### config.mk
export PLATFORM = sky130hd
export DESIGN_NAME = load_store_unit
export DESIGN_NICKNAME = d
export VERILOG_FILES = /design/src/rtl/load_store_unit.sv
export SDC_FILE = /design/constraint.sdc
export NUM_CORES = 1
export LEC_CHECK = 0
export BUFFER_PORTS_ARGS = -buffer_cell sky130_fd_sc_hd__clkbuf_2
export CAP_MARGIN = 25
export CORE_ASPECT_RATIO = 0.9
export CORE_UTILIZATION = 40
export CTS_CLUSTER_SIZE = 16
export DETAILED_ROUTE_END_ITERATION = 6
export PLACE_DENSITY = 0.7
export SLEW_MARGIN = 20
export SYNTH_ARGS = -nofsm -noshare
export SYNTH_HDL_FRONTEND = slang
export SYNTH_SLANG_ARGS = --single-unit
### constraint.sdc
create_clock -name clk -period 7.6 [get_ports clk]
set_clock_uncertainty 0.15 [all_clocks]
set_input_delay 1.52 -clock clk [delete_from_list [all_inputs] [get_ports clk]]
set_output_delay 1.52 -clock clk [all_outputs]
set_load 0.03 [all_outputs]
### src/rtl/load_store_unit.sv
// rtl/load_store_unit.sv - byte-serial load/store initiator for an 8-bit req/ack data-memory port
// Splits one load/store into little-endian byte strobes, extends loads, flags misalignment/timeouts.
module load_store_unit #(
    parameter int ACK_TIMEOUT = 16,
    parameter int ADDR_WIDTH  = 32
) (
    input  logic                  clk,
    input  logic                  reset,
    input  logic                  reqValid,
    output logic                  reqReady,
    input  logic                  reqWrite,
    input  logic [1:0]            reqSize,
    input  logic                  reqUnsigned,
    input  logic [ADDR_WIDTH-1:0] reqAddress,
    input  logic [31:0]           reqWriteData,
    output logic                  busy,
    output logic                  respValid,
    output logic [31:0]           respData,
    output logic                  error,
    output logic [1:0]            errorCause,
    output logic [ADDR_WIDTH-1:0] memAddress,
    output logic [7:0]            memWriteData,
    output logic                  memWrite,
    output logic                  memRead,
    input  logic                  memAck,
    input  logic [7:0]            memReadData
);

    typedef enum logic [1:0] {
        S_IDLE,
        S_ACCESS,
        S_DONE
    } state_t;

    localparam logic [1:0] CAUSE_NONE     = 2'b00;
    localparam logic [1:0] CAUSE_MISALIGN = 2'b01;
    localparam logic [1:0] CAUSE_SIZE     = 2'b10;
    localparam logic [1:0] CAUSE_TIMEOUT  = 2'b11;

    state_t                state_q, state_d;
    logic                  write_q, write_d;
    logic [1:0]            size_q, size_d;
    logic                  unsigned_q, unsigned_d;
    logic [ADDR_WIDTH-1:0] addr_q, addr_d;
    logic [31:0]           wdata_q, wdata_d;
    logic [1:0]            idx_q, idx_d;
    logic [31:0]           tmo_q, tmo_d;
    logic [31:0]           rdata_q, rdata_d;
    logic [31:0]           resp_data_q, resp_data_d;
    logic                  err_q, err_d;
    logic [1:0]            cause_q, cause_d;

    logic                  in_access;
    logic [1:0]            last_idx;
    logic [31:0]           load_ext;

    assign in_access = (state_q == S_ACCESS);
    // Index of the final byte: 0, 1 or 3 for byte, half, word.
    assign last_idx  = (size_q == 2'b10) ? 2'd3 : {1'b0, size_q[0]};

    assign reqReady     = (state_q == S_IDLE);
    assign busy         = (state_q != S_IDLE);
    assign respValid    = (state_q == S_DONE);
    assign respData     = resp_data_q;
    assign error        = err_q;
    assign errorCause   = cause_q;
    assign memRead      = in_access && !write_q;
    assign memWrite     = in_access && write_q;
    assign memAddress   = in_access ? (addr_q + {{(ADDR_WIDTH-2){1'b0}}, idx_q}) : '0;
    assign memWriteData = in_access ? wdata_q[{idx_q, 3'b000} +: 8] : 8'h00;

    always_comb begin
        load_ext = rdata_d;
        case (size_q)
            2'b00:   load_ext = {{24{!unsigned_q && rdata_d[7]}}, rdata_d[7:0]};
            2'b01:   load_ext = {{16{!unsigned_q && rdata_d[15]}}, rdata_d[15:0]};
            default: load_ext = rdata_d;
        endcase
    end

    always_comb begin
        state_d     = state_q;
        write_d     = write_q;
        size_d      = size_q;
        unsigned_d  = unsigned_q;
        addr_d      = addr_q;
        wdata_d     = wdata_q;
        idx_d       = idx_q;
        tmo_d       = tmo_q;
        rdata_d     = rdata_q;
        resp_data_d = resp_data_q;
        err_d       = err_q;
        cause_d     = cause_q;

        case (state_q)
            S_IDLE: begin
                if (reqValid) begin
                    write_d    = reqWrite;
                    size_d     = reqSize;
                    unsigned_d = reqUnsigned;
                    addr_d     = reqAddress;
                    wdata_d    = reqWriteData;
                    idx_d      = 2'd0;
                    tmo_d      = 32'd0;
                    rdata_d    = 32'd0;
                    if (reqSize == 2'b11) begin
                        state_d     = S_DONE;
                        err_d       = 1'b1;
                        cause_d     = CAUSE_SIZE;
                        resp_data_d = 32'd0;
                    end else if ((reqSize == 2'b01 && reqAddress[0]) ||
                                 (reqSize == 2'b10 && reqAddress[1:0] != 2'b00)) begin
                        state_d     = S_DONE;
                        err_d       = 1'b1;
                        cause_d     = CAUSE_MISALIGN;
                        resp_data_d = 32'd0;
                    end else begin
                        state_d = S_ACCESS;
                    end
                end
            end
            S_ACCESS: begin
                if (memAck) begin
                    rdata_d[{idx_q, 3'b000} +: 8] = memReadData;
                    idx_d = idx_q + 2'd1;
                    tmo_d = 32'd0;
                    if (idx_q == last_idx) begin
                        state_d     = S_DONE;
                        err_d       = 1'b0;
                        cause_d     = CAUSE_NONE;
                        resp_data_d = write_q ? 32'd0 : load_ext;
                    end
                end else if (ACK_TIMEOUT > 0) begin
                    if (tmo_q == 32'(ACK_TIMEOUT - 1)) begin
                        state_d     = S_DONE;
                        err_d       = 1'b1;
                        cause_d     = CAUSE_TIMEOUT;
                        resp_data_d = 32'd0;
                    end else begin
                        tmo_d = tmo_q + 32'd1;
                    end
                end
            end
            S_DONE: begin
                state_d = S_IDLE;
            end
            default: begin
                state_d = S_IDLE;
            end
        endcase
    end

    always_ff @(posedge clk) begin
        if (reset) begin
            state_q     <= S_IDLE;
            write_q     <= 1'b0;
            size_q      <= 2'b00;
            unsigned_q  <= 1'b0;
            addr_q      <= '0;
            wdata_q     <= 32'd0;
            idx_q       <= 2'd0;
            tmo_q       <= 32'd0;
            rdata_q     <= 32'd0;
            resp_data_q <= 32'd0;
            err_q       <= 1'b0;
            cause_q     <= 2'b00;
        end else begin
            state_q     <= state_d;
            write_q     <= write_d;
            size_q      <= size_d;
            unsigned_q  <= unsigned_d;
            addr_q      <= addr_d;
            wdata_q     <= wdata_d;
            idx_q       <= idx_d;
            tmo_q       <= tmo_d;
            rdata_q     <= rdata_d;
            resp_data_q <= resp_data_d;
            err_q       <= err_d;
            cause_q     <= cause_d;
        end
    end

endmodule

==> qor.csv, run 1 <==
metric,value,unit
part of the power in registers,47.5,%
Logic pwr share,10.7,%
status,finished clean,
Lkg Pwr,0.00351,uW
Int Pwr,1440,uW
Ys Warns,0,
fraction of layout cells with a size suffix above 1,20.0,%
DR DRC count,0,
initial core utilization,41.5,%
FMAX,198,MHz
slowest CP cell,dfxtp_1,
CP dominant cell by count,nand3_1,
n_diodes,0,
Buffers & Inverters on Critical Path,1,
post-synthesis mux area share,2.58,%
final worst path period need,5.04,ns
area of the multi-input gates,4010,sq um
r2r worst-path depth,7,
Syn Std Cell Area,7750,sq um
clock slew seen by the registers of the worst setup and hold paths,0.07,ns
Synth Flop Type,dfxtp_1,
Crit. End Element,primary output,
fin. max-slew vios,0,
Worst Hold Endpoint,wdata_q[11],
Reg2Reg Launch Point,idx_q[0],
CP Cell Sequence,"ha_1, fa_1, nand3_1, nor3_1, nand3_1, xor2_1, nor2_1, clkbuf_2",
Yosys reg bits,171,
initial antenna violation count,1,
setup violators final,0,
ys async rst share,0,%
Max Cap Viol,0,
"commonest cells after routing, fill and taps aside","181 x nand2_1, 171 x dfxtp_1, 158 x clkbuf_2",
Die X-Extent,149,um
power per cell area,219,nW/um^2
Net Sw Frac,29.0,%
switching pwr,585,uW
# resized after CTS,0,
"commonest non-fill, non-tap cell in the layout",nand2_1,
Slew headroom,29.9,%
Post-Synth XOR/XNOR Area,5.54,%
VDD IR-drop max,140,uV
critical hold path startpoint,wdata_q[11],
global-route wire length before repair,32600,um
H-tree level count,4,
wire per inst,15.2,um
post-synthesis compound-gate area fraction,17.9,%
Nets,1150,
Max stage delay on crit path,0.95,ns
hpwl dp,14000,um
Placed Cells,1287,
Worst Setup Path Type,flip-flop to primary output,
Slew @ Worst Pin,1.05,ns
Reg2Reg Setup Slack,4.23,ns
min-delay worst type,flip-flop to flip-flop,
area delta synth->final,18.9,%
Die H,134,um
Syn Inst Count,938,
GRT Total Usage,20.5,%
final period utilization,66.3,%
largest net degree at the start of global routing,71,
Post-Route WL,20000,um
worst hold path cell count,2,
Clk pwr share,41.8,%
routed via count,7046,
Post-Synth Adder-Cell Area,1.55,%
FF+latch area,3420,sq um
vias per cell,5.34,
Mapped Avg Cell Area,8.26,sq um
register area share after synthesis,44.2,%
r2r endpoint,respData[13],
post-CTS setup repair buffer count,0,
simple-gate share of the synthesized area,24.0,%
FP Rows,47,
Num Clock Sinks,171,
GRT overflow,0,
Layout fillers,1848,
Final Non-Filler Cells,1319,
Final Hold Fails,0,
number of global-route vias before repair,6407,
GP Congestion,0.888,
cts hold-fix bufs,0,
syn nets,1027,
drt pass-1 iters,5,
largest family of logic cells by synthesized area,simple AND/OR/NAND/NOR gates,
CP required,5.93,ns
Cell variety after synth,53,
core box area,18700,sq um
IO Pins,160,
setup_tns,0,ns
Routed Antenna Nets,0,
CTS tree,built,
worst-path maximum fanout,19,
port bufs,159,
total power,2020,uW
root buffer cell,clkbuf_16,
CTS Buffer Depth,2,
CP arrival,3.37,ns
Total Die Area,19900,sq um
number of synthesized flops with an enable pin,0,
Num CTS Buffers,17,
"CP delay by family, top",simple AND/OR/NAND/NOR gates,
DRT iter0 DRCs,355,
clock latency on the worst-skew pair,0.43,ns
crit start category,flip-flop,
RSZ-0062 raised after global routing,no,
sequential cells by signal, indices dropped and copies added (netlist names), 32 cells and up:
name      count
tmo_q        32
respData     32
wdata_q      32
addr_q       32
rdata_q      32
kinds of logic after synthesis:
group / after synthesis
xor+xnor: 49
compound gates: 210
buf+inv: 77
simple gates: 412
flops: 171
fa+ha+maj: 9
mux: 10
through the flow:
step	setup WS [ns]	area [sq um]	utilization, %	hold WS (ns)
floorplan	3.84	7750	-	0.283
global placement	3.12	8630	46.2	0.289
detailed placement	3.02	8640	46.2	0.295
CTS	2.56	9220	49.3	0.305
global route	2.32	9220	49.3	0.319
finish	2.56	9220	49.3	0.302
layer usage:
metal	vias to the layer above	global-route usage, %	routed length [um]
met5	-	0	16
met4	2	6.80	325
met3	27	4.05	1000
met2	189	32.6	9280
met1	3299	27.8	9380
li1	3529	-	-
how the worst max path moves through the flow:
stage,startpoint,end,depth (start not counted)
floorplan,idx_q[0],memAddress[14],7
CTS,idx_q[0],memAddress[14],8
global route,idx_q[0],memAddress[14],8
global placement,idx_q[0],memAddress[14],8
detailed placement,idx_q[0],memAddress[14],8
finish,idx_q[0],memAddress[20],8
layout make-up:
class | count | area share [%]
Inverter | 16 | 0.652
Clock inverter | 15 | 1.63
Clock buffer | 17 | 4.62
Sequential cell | 171 | 37.1
Multi-Input combinational cell | 690 | 43.5
Tap cell | 245 | 3.33
Timing Repair Buffer | 165 | 9.12
synth_stat cells, types with 6 or more instances:
master / number / area (sq um)
nand2_1: 182 / 683
dfxtp_1: 171 / 3420
nor2_1: 103 / 387
a21oi_1: 92 / 460
clkbuf_1: 41 / 154
xnor2_1: 37 / 324
a22o_1: 32 / 280
a22oi_1: 29 / 218
nand3_1: 25 / 125
nor4_1: 17 / 106
inv_1: 16 / 60.1
nand4_1: 15 / 93.8
and2_1: 14 / 87.6
a211oi_1: 13 / 97.6
o21ai_0: 13 / 65.1
nor3_1: 12 / 60.1
xor2_1: 12 / 105
and4_1: 10 / 87.6
buf_1: 8 / 30.0
ha_1: 8 / 100
mux4_2: 8 / 180
buf_2: 7 / 35.0
nor2b_1: 7 / 43.8
a2111oi_0: 6 / 52.6
a21o_1: 6 / 45.0
nand2b_1: 6 / 37.5
power groups by stage:
stage          Sequential, uW  Clock, uW  Combinational, uW
2_1_floorplan             972          0                154
3_3_place_gp              980          0                216
3_5_place_dp              981          0                219
4_1_cts                   960        862                220
5_1_grt                   966        899                242
6_report                  961        844                217
worst register-to-register path, cell delays in order (launching register included):
cell,delay [ns]
dfxtp_1,0.95
inv_1,0.29
ha_1,0.48
nand3b_1,0.12
nor4_1,0.71
a22oi_1,0.21
o21ai_0,0.26
a22o_1,0.15
Power figures use the tool's default switching activity.
==> inputs of run 2 (changes only) <==
==> constraint.sdc (replaced) <==
create_clock -name clk -period 5 [get_ports clk]
set_clock_uncertainty 0.15 [all_clocks]
set_input_delay 1 -clock clk [delete_from_list [all_inputs] [get_ports clk]]
set_output_delay 1 -clock clk [all_outputs]
set_load 0.03 [all_outputs]
==> run 2 against run 1 <==
Compared with the run above: die area stayed put; critical path depth is 1 lower; cell count hardly changed; non-clock buffer count is 1 higher; sequential cell count stayed put; wire length is 2.3% higher; clock power is 59% higher; design area is 0.26% higher; hold slack hardly changed; sequential share of layout area is 0.096 points lower; critical path type unchanged.
==> qor.csv, run 2 (synthesis gave the netlist of run 1 again) <==
metric,value,unit,change
setup_tns,0,ns,unchanged
Die X-Extent,149,um,unchanged
Routed Antenna Nets,0,,unchanged
total power,3130,uW,+55%
root buffer cell,clkbuf_16,,
initial antenna violation count,1,,unchanged
VDD IR-drop max,253,uV,+81%
# resized after CTS,0,,unchanged
Slew headroom,31.4,%,+1.5 points
GRT overflow,0,,unchanged
"commonest non-fill, non-tap cell in the layout",nand2_1,,
Num CTS Buffers,17,,unchanged
FP Rows,47,,unchanged
IO Pins,160,,unchanged
GRT Total Usage,21.2,%,+0.68 points
slowest CP cell,dfxtp_1,,
setup ws final,0.840,ns,-1.72 ns
Post-Place Setup Slack,1.28,ns,-1.74 ns
DR DRC count,0,,unchanged
DRT iter0 DRCs,418,,+18%
final period utilization,83.2,%,
Num Clock Sinks,171,,unchanged
setup violators final,0,,unchanged
Final Hold Fails,0,,unchanged
clock slew seen by the registers of the worst setup and hold paths,0.06,ns,about the same
largest net degree at the start of global routing,69,,-2.8%
cts hold-fix bufs,0,,unchanged
Nets,1151,,+0.087%
area delta synth->final,19.2,%,
final worst path period need,4.16,ns,
met2 Track Usage GR,32.7,%,about the same
Slew @ Worst Pin,1.03,ns,-0.0231 ns
Max Cap Viol,0,,unchanged
hpwl dp,14200,um,+1.2%
H-tree level count,4,,unchanged
CP Cell Sequence,"fa_1, nand3_1, nor3_1, nand4_1, xor2_1, nor2_1, clkbuf_2",,
Buffers & Inverters on Critical Path,1,,unchanged
routed via count,7074,,+0.40%
"CP delay by family, top",simple AND/OR/NAND/NOR gates,,
core box area,18700,sq um,unchanged
CTS tree,built,,
initial core utilization,41.5,%,unchanged
CP arrival,3.01,ns,-0.36 ns
met3 Use GR,4.86,%,+0.82 points
power per cell area,339,nW/um^2,+54%
Die H,134,um,unchanged
hold slack,0.302,ns,-0.0000770 ns
area of the multi-input gates,4010,sq um,unchanged
port bufs,159,,unchanged
Layout fillers,1870,,+1.2%
n_diodes,0,,unchanged
fin. max-slew vios,0,,unchanged
RSZ-0062 raised after global routing,no,,
drt pass-1 iters,4,,-1
Crit. End Element,primary output,,
vias per cell,5.36,,+0.32%
GR peak layer,met2,,
clock latency on the worst-skew pair,0.42,ns,about the same
Lkg Pwr,0.00353,uW,+0.38%
worst-path maximum fanout,16,,-3
CTS Buffer Depth,2,,unchanged
global-route wire length before repair,33500,um,+2.6%
FMAX,240,MHz,
met1 usage,29.3,%,+1.5 points
Post-Route WL,20500,um,+2.3%
status,finished clean,,
Worst Setup Path Type,flip-flop to primary output,,
Max stage delay on crit path,0.81,ns,-0.14 ns
fraction of layout cells with a size suffix above 1,19.7,%,-0.30 points
crit start category,flip-flop,,
"commonest cells after routing, fill and taps aside","181 x nand2_1, 171 x dfxtp_1, 158 x clkbuf_2",,
number of global-route vias before repair,6544,,+2.1%
GP Congestion,0.833,,-6.2%
FF+latch area,3420,sq um,unchanged
post-CTS setup repair buffer count,0,,unchanged
CP required,3.85,ns,-2.08 ns
Reg2Reg Setup Slack,1.88,ns,-2.35 ns
Total Die Area,19900,sq um,unchanged
wire per inst,15.5,um,+2.2%
min-delay worst type,flip-flop to flip-flop,,
==> run 2: cell type report <==
class                   instances  area share (%)
multi-input cells             690            43.4
flip-flops and latches        171            37.1
repair buffers                166            9.18
clock buffers                  24            5.21
well taps                     245            3.32
clock inverters                 8            1.19
inverters                      16           0.650
==> run 2: final timing paths <==
| path | start | end | cells past startpoint |
|---|---|---|---|
| max | idx_q[1] | memAddress[14] | 7 |
| max reg2reg | idx_q[1] | respData[13] | 7 |
| min | respData[7] | respData[7] | 1 |
| min reg2reg | respData[7] | respData[7] | 1 |
==> run 2: power by group <==
group | switching [uW] | total (uW) | internal (uW) | leakage [uW]
Clock | 554 | 1340 | 783 | 0.000287
Combinational | 225 | 334 | 109 | 0.00185
Sequential | 47.0 | 1460 | 1410 | 0.00139
Total | 827 | 3130 | 2300 | 0.00353
==> run 2: routing by layer <==
| layer | wire length (um) | vias up | share of wire [%] |
|---|---|---|---|
| met4 | 238 | 2 | 1.2 |
| met2 | 9510 | 207 | 46 |
| li1 | - | 3520 | - |
| met5 | 11 | - | 0.054 |
| met1 | 9610 | 3325 | 47 |
| met3 | 1090 | 20 | 5.3 |
==> run 2: per-stage QoR <==
stage	std cells	cell area (sq um)	util, %
after global routing	1320	9240	49.4
after floorplan	938	7750	-
after detailed placement	1288	8650	46.2
after global placement	1287	8640	46.2
after CTS	1320	9240	49.4
final	1320	9240	49.4
